**config.mk**
```make
export PLATFORM = sky130hd
export DESIGN_NAME = param_register_file
export DESIGN_NICKNAME = d
export VERILOG_FILES = /design/src/rtl/param_register_file.sv
export SDC_FILE = /design/constraint.sdc
export NUM_CORES = 1
export LEC_CHECK = 0
export CORE_MARGIN = 1.5
export CORE_UTILIZATION = 30
export CTS_BUF_LIST = sky130_fd_sc_hd__clkbuf_4 sky130_fd_sc_hd__clkbuf_8
export CTS_CLUSTER_DIAMETER = 60
export DETAILED_ROUTE_END_ITERATION = 10
export PLACE_DENSITY = 0.48
export SYNTH_ARGS = -nofsm -noshare
export SYNTH_HDL_FRONTEND = slang
export SYNTH_SLANG_ARGS = --single-unit
```
**constraint.sdc**
```tcl
create_clock -name clk -period 4.96 [get_ports clk]
set_input_delay 0.992 -clock clk [delete_from_list [all_inputs] [get_ports clk]]
set_output_delay 0.992 -clock clk [all_outputs]
set_load 0.005 [all_outputs]
```
**src/rtl/param_register_file.sv**
```systemverilog
// rtl/param_register_file.sv - parametrised 2R/1W register file with write bypass and sequential bulk clear
module param_register_file #(
    parameter int WIDTH    = 16,
    parameter int ADDR_W   = 4,
    parameter int ZERO_REG = 0,
    parameter int BYPASS   = 1
) (
    input  logic              clk,
    input  logic              rst,
    input  logic [ADDR_W-1:0] rd_addr1,
    input  logic [ADDR_W-1:0] rd_addr2,
    output logic [WIDTH-1:0]  rd_data1,
    output logic [WIDTH-1:0]  rd_data2,
    input  logic              wr_en,
    input  logic [ADDR_W-1:0] wr_addr,
    input  logic [WIDTH-1:0]  wr_data,
    output logic              wr_ready,
    input  logic              clear_req,
    output logic              busy,
    output logic              clear_done
);

    localparam int DEPTH = 1 << ADDR_W;
    localparam logic [ADDR_W-1:0] LAST_IDX = ADDR_W'(DEPTH - 1);

    typedef enum logic {
        IDLE,
        CLEAR
    } state_t;

    state_t            state;
    state_t            state_nxt;
    logic [ADDR_W-1:0] idx;
    logic [ADDR_W-1:0] idx_nxt;
    logic              done_nxt;
    logic              wr_store;
    logic [WIDTH-1:0]  mem [DEPTH];

    always_ff @(posedge clk or negedge rst) begin
        if (!rst) begin
            state      <= IDLE;
            idx        <= '0;
            clear_done <= 1'b0;
        end else begin
            state      <= state_nxt;
            idx        <= idx_nxt;
            clear_done <= done_nxt;
        end
    end

    always_comb begin
        state_nxt = state;
        idx_nxt   = idx;
        done_nxt  = 1'b0;
        case (state)
            IDLE: begin
                idx_nxt = '0;
                if (clear_req) begin
                    state_nxt = CLEAR;
                end
            end
            CLEAR: begin
                if (idx == LAST_IDX) begin
                    state_nxt = IDLE;
                    idx_nxt   = '0;
                    done_nxt  = 1'b1;
                end else begin
                    idx_nxt = idx + 1'b1;
                end
            end
            default: begin
                state_nxt = IDLE;
                idx_nxt   = '0;
            end
        endcase
    end

    assign busy     = (state == CLEAR);
    assign wr_ready = (state == IDLE);

    // Writes to a hardwired-zero entry complete the handshake but never reach storage or the bypass.
    assign wr_store = wr_en && wr_ready && !((ZERO_REG != 0) && (wr_addr == '0));

    always_ff @(posedge clk or negedge rst) begin
        if (!rst) begin
            for (int i = 0; i < DEPTH; i++) begin
                mem[i] <= '0;
            end
        end else if (busy) begin
            mem[idx] <= '0;
        end else if (wr_store) begin
            mem[wr_addr] <= wr_data;
        end
    end

    always_comb begin
        rd_data1 = mem[rd_addr1];
        if ((ZERO_REG != 0) && (rd_addr1 == '0)) begin
            rd_data1 = '0;
        end else if (busy) begin
            rd_data1 = '0;
        end else if ((BYPASS != 0) && wr_store && (rd_addr1 == wr_addr)) begin
            rd_data1 = wr_data;
        end
    end

    always_comb begin
        rd_data2 = mem[rd_addr2];
        if ((ZERO_REG != 0) && (rd_addr2 == '0)) begin
            rd_data2 = '0;
        end else if (busy) begin
            rd_data2 = '0;
        end else if ((BYPASS != 0) && wr_store && (rd_addr2 == wr_addr)) begin
            rd_data2 = wr_data;
        end
    end

endmodule

```
==> out/qor_table.md, run 1 <==
| Item | Value |
|---|---|
| Outcome | completed |
| Crit path DAT | 3580 ps |
| Clock-pin transition on the worst setup and hold timing paths | 60 ps |
| Endpoint class of the critical path | output pin |
| Share of cells above drive strength 1 | 28.6% |
| Skew-Pair Late Insertion Delay | 600 ps |
| Final total negative setup slack | 0 ps |
| Highest Clock Rate | 0.219 GHz |
| Class of the worst hold path | in -> async |
| Worst setup path class | in -> out |
| Area of combinational cells with multiple inputs | 6610 um^2 |
| GRT overflow | 0 |
| Leading cell types in the layout, fill and taps excluded | a22o_1 (288), dfrtp_1 (262), mux4_2 (128) |
| Area share of the largest cell type after synthesis | 47.9% |
| Fraction of the cycle the final worst path needs | 92.2% |
| Number of hold violations in the final report | 0 |
| Post-CTS sizing | 0 |
| Leak pwr | 0.00705 uW |
| Dpl hpwl | 29.7 mm |
| Post-synthesis sequential element count | 262 |
| Initial core utilization | 30.3% |
| Total Power | 6390 uW |
| Inserted Clock Buffers | 48 |
| Pwr per Cell Area | 393 nW/um^2 |
| Per-cell via count in the routed design | 5.99 |
| DRC viols | 0 |
| Antenna violations before repair | 3 |
| Overall global routing resource usage | 20.6% |
| CTS tree | built |
| IO Pins | 67 |
| Die Area | 46900 um^2 |
| Number of fillers in the final layout | 4284 |
| Count of different cell masters after synthesis | 34 |
| Cell area after synthesis | 13700 um^2 |
| Placer's final routability congestion estimate | 0.812 |
| Share of the yosys chip area belonging to registers | 47.9% |
| Largest net degree at the start of global routing | 108 |
| Worst Setup Start Kind | input port |
| Relative slew slack | 13.4% |
| Combined flip-flop and latch cell area | 6560 um^2 |
| Clock skew after layout | 19.6 ps |
| Core area | 45200 um^2 |
| CTS Hold Bufs | 0 |
| Port bufs | 66 |
| Root buffer cell | clkbuf_8 |
| Number of buffers on the longest clock path | 3 |
| Most common cell after layout, fill and taps aside | a22o_1 |
| Cell taking the most area after synthesis | dfrtp_1 |
| Final setup viols | 0 |
| Critical path fanouts, max | 11 |
| Post CTS Setup Buffer Count | 0 |
| Cell total after placement | 1582 |
| Total clock sinks | 262 |
| Die height | 217 um |
| Minimum clock period after layout | 4570 ps |
| Post-route ant nets | 0 |
| Number of max-capacitance violations reported | 0 |
| Syn Area/Cell | 14.0 um^2 |
| Synthesis-to-finish area growth | 18.6% |
| Actual slew at the worst max-slew pin | 1300 ps |
| Total number of yosys warnings | 0 |
| Router iterations before antenna repair | 7 |
| Number of placement rows | 78 |
| Vias after detailed routing | 10014 |
| Cell count after synthesis | 978 |
| Wire length of the first global-routing pass | 71.2 mm |
| CP required | 3970 ps |
| CTS H-Tree Depth | 2 |
| Final Max Slew Viols | 0 |
| Number of nets in the final layout | 1068 |
| Cell Count, Final, Fillers Out | 1672 |
| Via count of the first global-routing pass | 10453 |
| Top post-synthesis cells by area | dfrtp_1 (48%), mux4_2 (21%), a22o_1 (18%) |
| Final wirelength | 48.6 mm |
| Drt wl/cell | 29.1 um |
| Worst IR drop on VDD | 0.240 mV |
| Worst-case setup slack after placement | 419 ps |
| Post-synth net total | 1014 |
| Unrepaired setup endpoints after global routing | false |
| Die Span X | 217 um |
| Number of design-rule violations left by the first detailed-router iteration | 989 |
| Min setup slack post-route | 388 ps |
==> final cells by class <==
type / count / share of cell area, %
Timing Repair Buffer: 124 / 7.64
Tap cell: 600 / 4.62
Clock inverter: 11 / 0.524
Clock buffer: 77 / 5.99
Antenna cell: 2 / 0.0308
Inverter: 4 / 0.0925
Sequential cell: 262 / 40.4
Multi-Input combinational cell: 592 / 40.7
==> sequential cells by signal (all words and copies together), names as in the netlist <==
| signal | count |
|---|---|
| clear_done | 1 |
| mem | 256 |
| idx | 4 |
| busy | 1 |
==> metrics by stage <==
stage / util [%] / instance area, um^2 / hold slack (ps)
2_1_floorplan: - / 13700 / 469
3_3_place_gp: 33.6 / 15200 / 494
3_5_place_dp: 33.6 / 15200 / 497
4_1_cts: 35.9 / 16200 / 495
5_1_grt: 35.9 / 16200 / 522
6_report: 35.9 / 16200 / 467
==> metal layers <==
layer  part of all wire, %  track usage [%]
met1                    42             27.3
met2                    47             32.4
met3                   6.9             4.48
met4                   4.2             9.47
met5                 0.027                0
==> kinds of logic after synthesis <==
group	synth area share, %
buffers and inverters	4.00
AND/OR/NAND/NOR	3.18
XOR/XNOR	0.576
multiplexers	21.1
adder cells (fa/ha/maj)	0.366
flip-flops	47.9
AO/OA/AOI/OAI	22.9
==> synth_stat cells, drive strengths merged <==
cell type,n
ha,4
nand2,33
nor4,2
nor2b,4
or4,1
nand4bb,2
o21ai,1
nand4b,1
nor3,6
and2,4
buf,72
mux4,128
a22o,288
dfrtp,262
a22oi,64
or4b,1
nor2,19
clkbuf,48
a21oi,19
and3,4
xnor2,1
xor2,8
inv,4
nand2b,2
==> critical path, stage by stage <==
cell,delay [ps]
clkdlybuf4s50_1,550
xor2_1,220
nor4_1,450
and3_1,400
buf_12,200
a22o_1,230
clkdlybuf4s50_1,540
==> report_power, final <==
group | leakage (uW) | switching [uW] | internal [uW] | total (uW)
registers | 0.00363 | 247 | 2440 | 2690
clock network | 0.000563 | 961 | 1290 | 2250
logic | 0.00285 | 799 | 644 | 1440
==> worst paths after layout <==
kind / from / end / slack [ps] / cells after the start
setup reg to reg: busy$_DFF_PN0_ / mem[100]$_DFFE_PN0P_ / 2100 / 5
setup / recovery: wr_addr[2] / rd_data1[14] / 390 / 7
max in group asynchronous: rst / mem[168]$_DFFE_PN0P_ / 3520 / 2
hold reg to reg: mem[49]$_DFFE_PN0P_ / mem[49]$_DFFE_PN0P_ / 510 / 1
hold / removal: rst / mem[208]$_DFFE_PN0P_ / 470 / 1
min in group clk: mem[49]$_DFFE_PN0P_ / mem[49]$_DFFE_PN0P_ / 510 / 1
(Power assumes the default switching activity.)
==> inputs of run 2 (changes only) <==
--- a/config.mk
+++ b/config.mk
@@ -7,10 +7,11 @@
 export LEC_CHECK = 0
 export CORE_MARGIN = 1.5
 export CORE_UTILIZATION = 30
-export CTS_BUF_LIST = sky130_fd_sc_hd__clkbuf_4 sky130_fd_sc_hd__clkbuf_8
 export CTS_CLUSTER_DIAMETER = 60
 export DETAILED_ROUTE_END_ITERATION = 10
+export HOLD_SLACK_MARGIN = 0.15
 export PLACE_DENSITY = 0.48
+export SETUP_SLACK_MARGIN = 0.02
 export SYNTH_ARGS = -nofsm -noshare
 export SYNTH_HDL_FRONTEND = slang
 export SYNTH_SLANG_ARGS = --single-unit
==> out/qor_table.md, run 2 (synthesis gave the netlist of run 1 again) <==
| Item | Value |
|---|---|
| Number of placement rows | 78 |
| Per-cell via count in the routed design | 6.03 |
| Minimum clock period after layout | 4580 ps |
| Via count of the first global-routing pass | 10329 |
| Antenna violations before repair | 1 |
| Met2 routing resource usage after global routing | 33.0% |
| Critical Path, Cell by Cell | clkdlybuf4s50_1 > xor2_1 > nor4_1 > and3_1 > buf_12 > a22o_1 > clkdlybuf4s50_1 |
| Leak pwr | 0.00702 uW |
| Most Frequent Cell on Critical Path | clkdlybuf4s50_1 |
| Inserted Clock Buffers | 34 |
| CP required | 3970 ps |
| Cell Count, Final, Fillers Out | 1643 |
| Buffer and inverter count on the worst path | 3 |
| Die Span X | 217 um |
| Die Area | 46900 um^2 |
| Leading cell types in the layout, fill and taps excluded | a22o_1 (288), dfrtp_1 (262), mux4_2 (128) |
| Share of cells above drive strength 1 | 25.7% |
| Port bufs | 66 |
| Number of hold violations in the final report | 0 |
| Number of max-capacitance violations reported | 0 |
| Number of buffers on the longest clock path | 3 |
| Total clock sinks | 262 |
| Unrepaired setup endpoints after global routing | false |
| DRC viols | 0 |
| CTS Hold Bufs | 0 |
| Most common cell after layout, fill and taps aside | a22o_1 |
| Post CTS Setup Buffer Count | 0 |
| Actual slew at the worst max-slew pin | 1270 ps |
| Vias after detailed routing | 9906 |
| Number of nets in the final layout | 1054 |
| Placer's final routability congestion estimate | 0.812 |
| Post-route ant nets | 0 |
| Relative slew slack | 15.3% |
| Final Max Slew Viols | 0 |
| Class of the worst hold path | reg -> reg |
| Post-CTS sizing | 0 |
| Worst-case setup slack after placement | 419 ps |
| GR peak layer | met2 |
| Final setup viols | 0 |
| Initial core utilization | 30.3% |
| Delay of the slowest critical-path stage | 540 ps |
| Number of fillers in the final layout | 4268 |
| Synthesis-to-finish area growth | 18.8% |
| Pwr per Cell Area | 403 nW/um^2 |
| Global routing usage on met3 | 4.22% |
| Critical path's top delay family | buffers and inverters |
| Worst setup path class | in -> out |
| GRT overflow | 0 |
| Die height | 217 um |
| Endpoint class of the critical path | output pin |
| Outcome | completed |
| CTS H-Tree Depth | 2 |
| IO Pins | 67 |
| Final total negative setup slack | 0 ps |
| Overall global routing resource usage | 20.6% |
| Worst IR drop on VDD | 0.236 mV |
| Crit path DAT | 3590 ps |
| Clock-pin transition on the worst setup and hold timing paths | 50 ps |
| Critical path fanouts, max | 11 |
| Cell total after placement | 1582 |
| Slack of the worst reg-to-reg path | 2090 ps |
| Skew-Pair Late Insertion Delay | 510 ps |
| Wire length of the first global-routing pass | 71.1 mm |
| Dpl hpwl | 29.7 mm |
| Clock skew after layout | 14.8 ps |
| Drt wl/cell | 29.5 um |
| Number of flip-flops under the largest register name | 256 |
| Largest net degree at the start of global routing | 108 |
| Worst hold slack | 514 ps |
| Core area | 45200 um^2 |
| Highest Clock Rate | 0.218 GHz |
| Grt met1 use | 27.5% |
| Final wirelength | 48.4 mm |
| Worst Setup Start Kind | input port |
| Fraction of the cycle the final worst path needs | 92.4% |
| Number of design-rule violations left by the first detailed-router iteration | 867 |
| Root buffer cell | clkbuf_16 |
| Worst path slowest cell | clkdlybuf4s50_1 |
| Registers with the highest flip-flop counts | mem (256), idx (4) |
| CTS tree | built |
| Router iterations before antenna repair | 7 |
| Largest register by flop count | mem |
| Min setup slack post-route | 379 ps |
-- run 2: path summary, 6_finish.rpt --
| path | to | cells after the start | start |
|---|---|---|---|
| min in group asynchronous | mem[208]$_DFFE_PN0P_ | 1 | rst |
| worst min register to register | mem[7]$_DFFE_PN0P_ | 1 | mem[7]$_DFFE_PN0P_ |
| worst max-delay path | rd_data1[14] | 7 | wr_addr[2] |
| worst max register to register | mem[104]$_DFFE_PN0P_ | 5 | busy$_DFF_PN0_ |
| max in group asynchronous | mem[169]$_DFFE_PN0P_ | 2 | rst |
| worst min-delay path | mem[7]$_DFFE_PN0P_ | 1 | mem[7]$_DFFE_PN0P_ |
-- run 2: layout make-up --
class | instances | area, um^2 | share of cell area (%)
Multi-Input combinational cell | 592 | 6610 | 40.7
Sequential cell | 262 | 6560 | 40.3
Timing Repair Buffer | 124 | 1240 | 7.63
Clock buffer | 50 | 1000 | 6.18
Tap cell | 600 | 751 | 4.61
Clock inverter | 10 | 83.8 | 0.515
Inverter | 4 | 15.0 | 0.0923
Antenna cell | 1 | 2.50 | 0.0154
-- run 2: per-stage QoR --
step / instance area, um^2 / util, % / power (uW)
global route: 16300 / 36.0 / 6820
global placement: 15200 / 33.6 / 4130
finish: 16300 / 36.0 / 6550
detailed placement: 15200 / 33.6 / 4150
floorplan: 13700 / - / 3580
CTS: 16300 / 36.0 / 6590
-- run 2: layer usage --
metal / vias to the layer above / share of wire, %
met2: 446 / 48
met4: 0 / 3.5
li1: 4079 / -
met1: 5271 / 42
met5: - / 0
met3: 110 / 6.7
-- run 2: report_power, final --
part	internal [uW]	total (uW)	switching, uW
Sequential	2440	2690	248
Clock	1460	2420	961
Combinational	644	1440	799
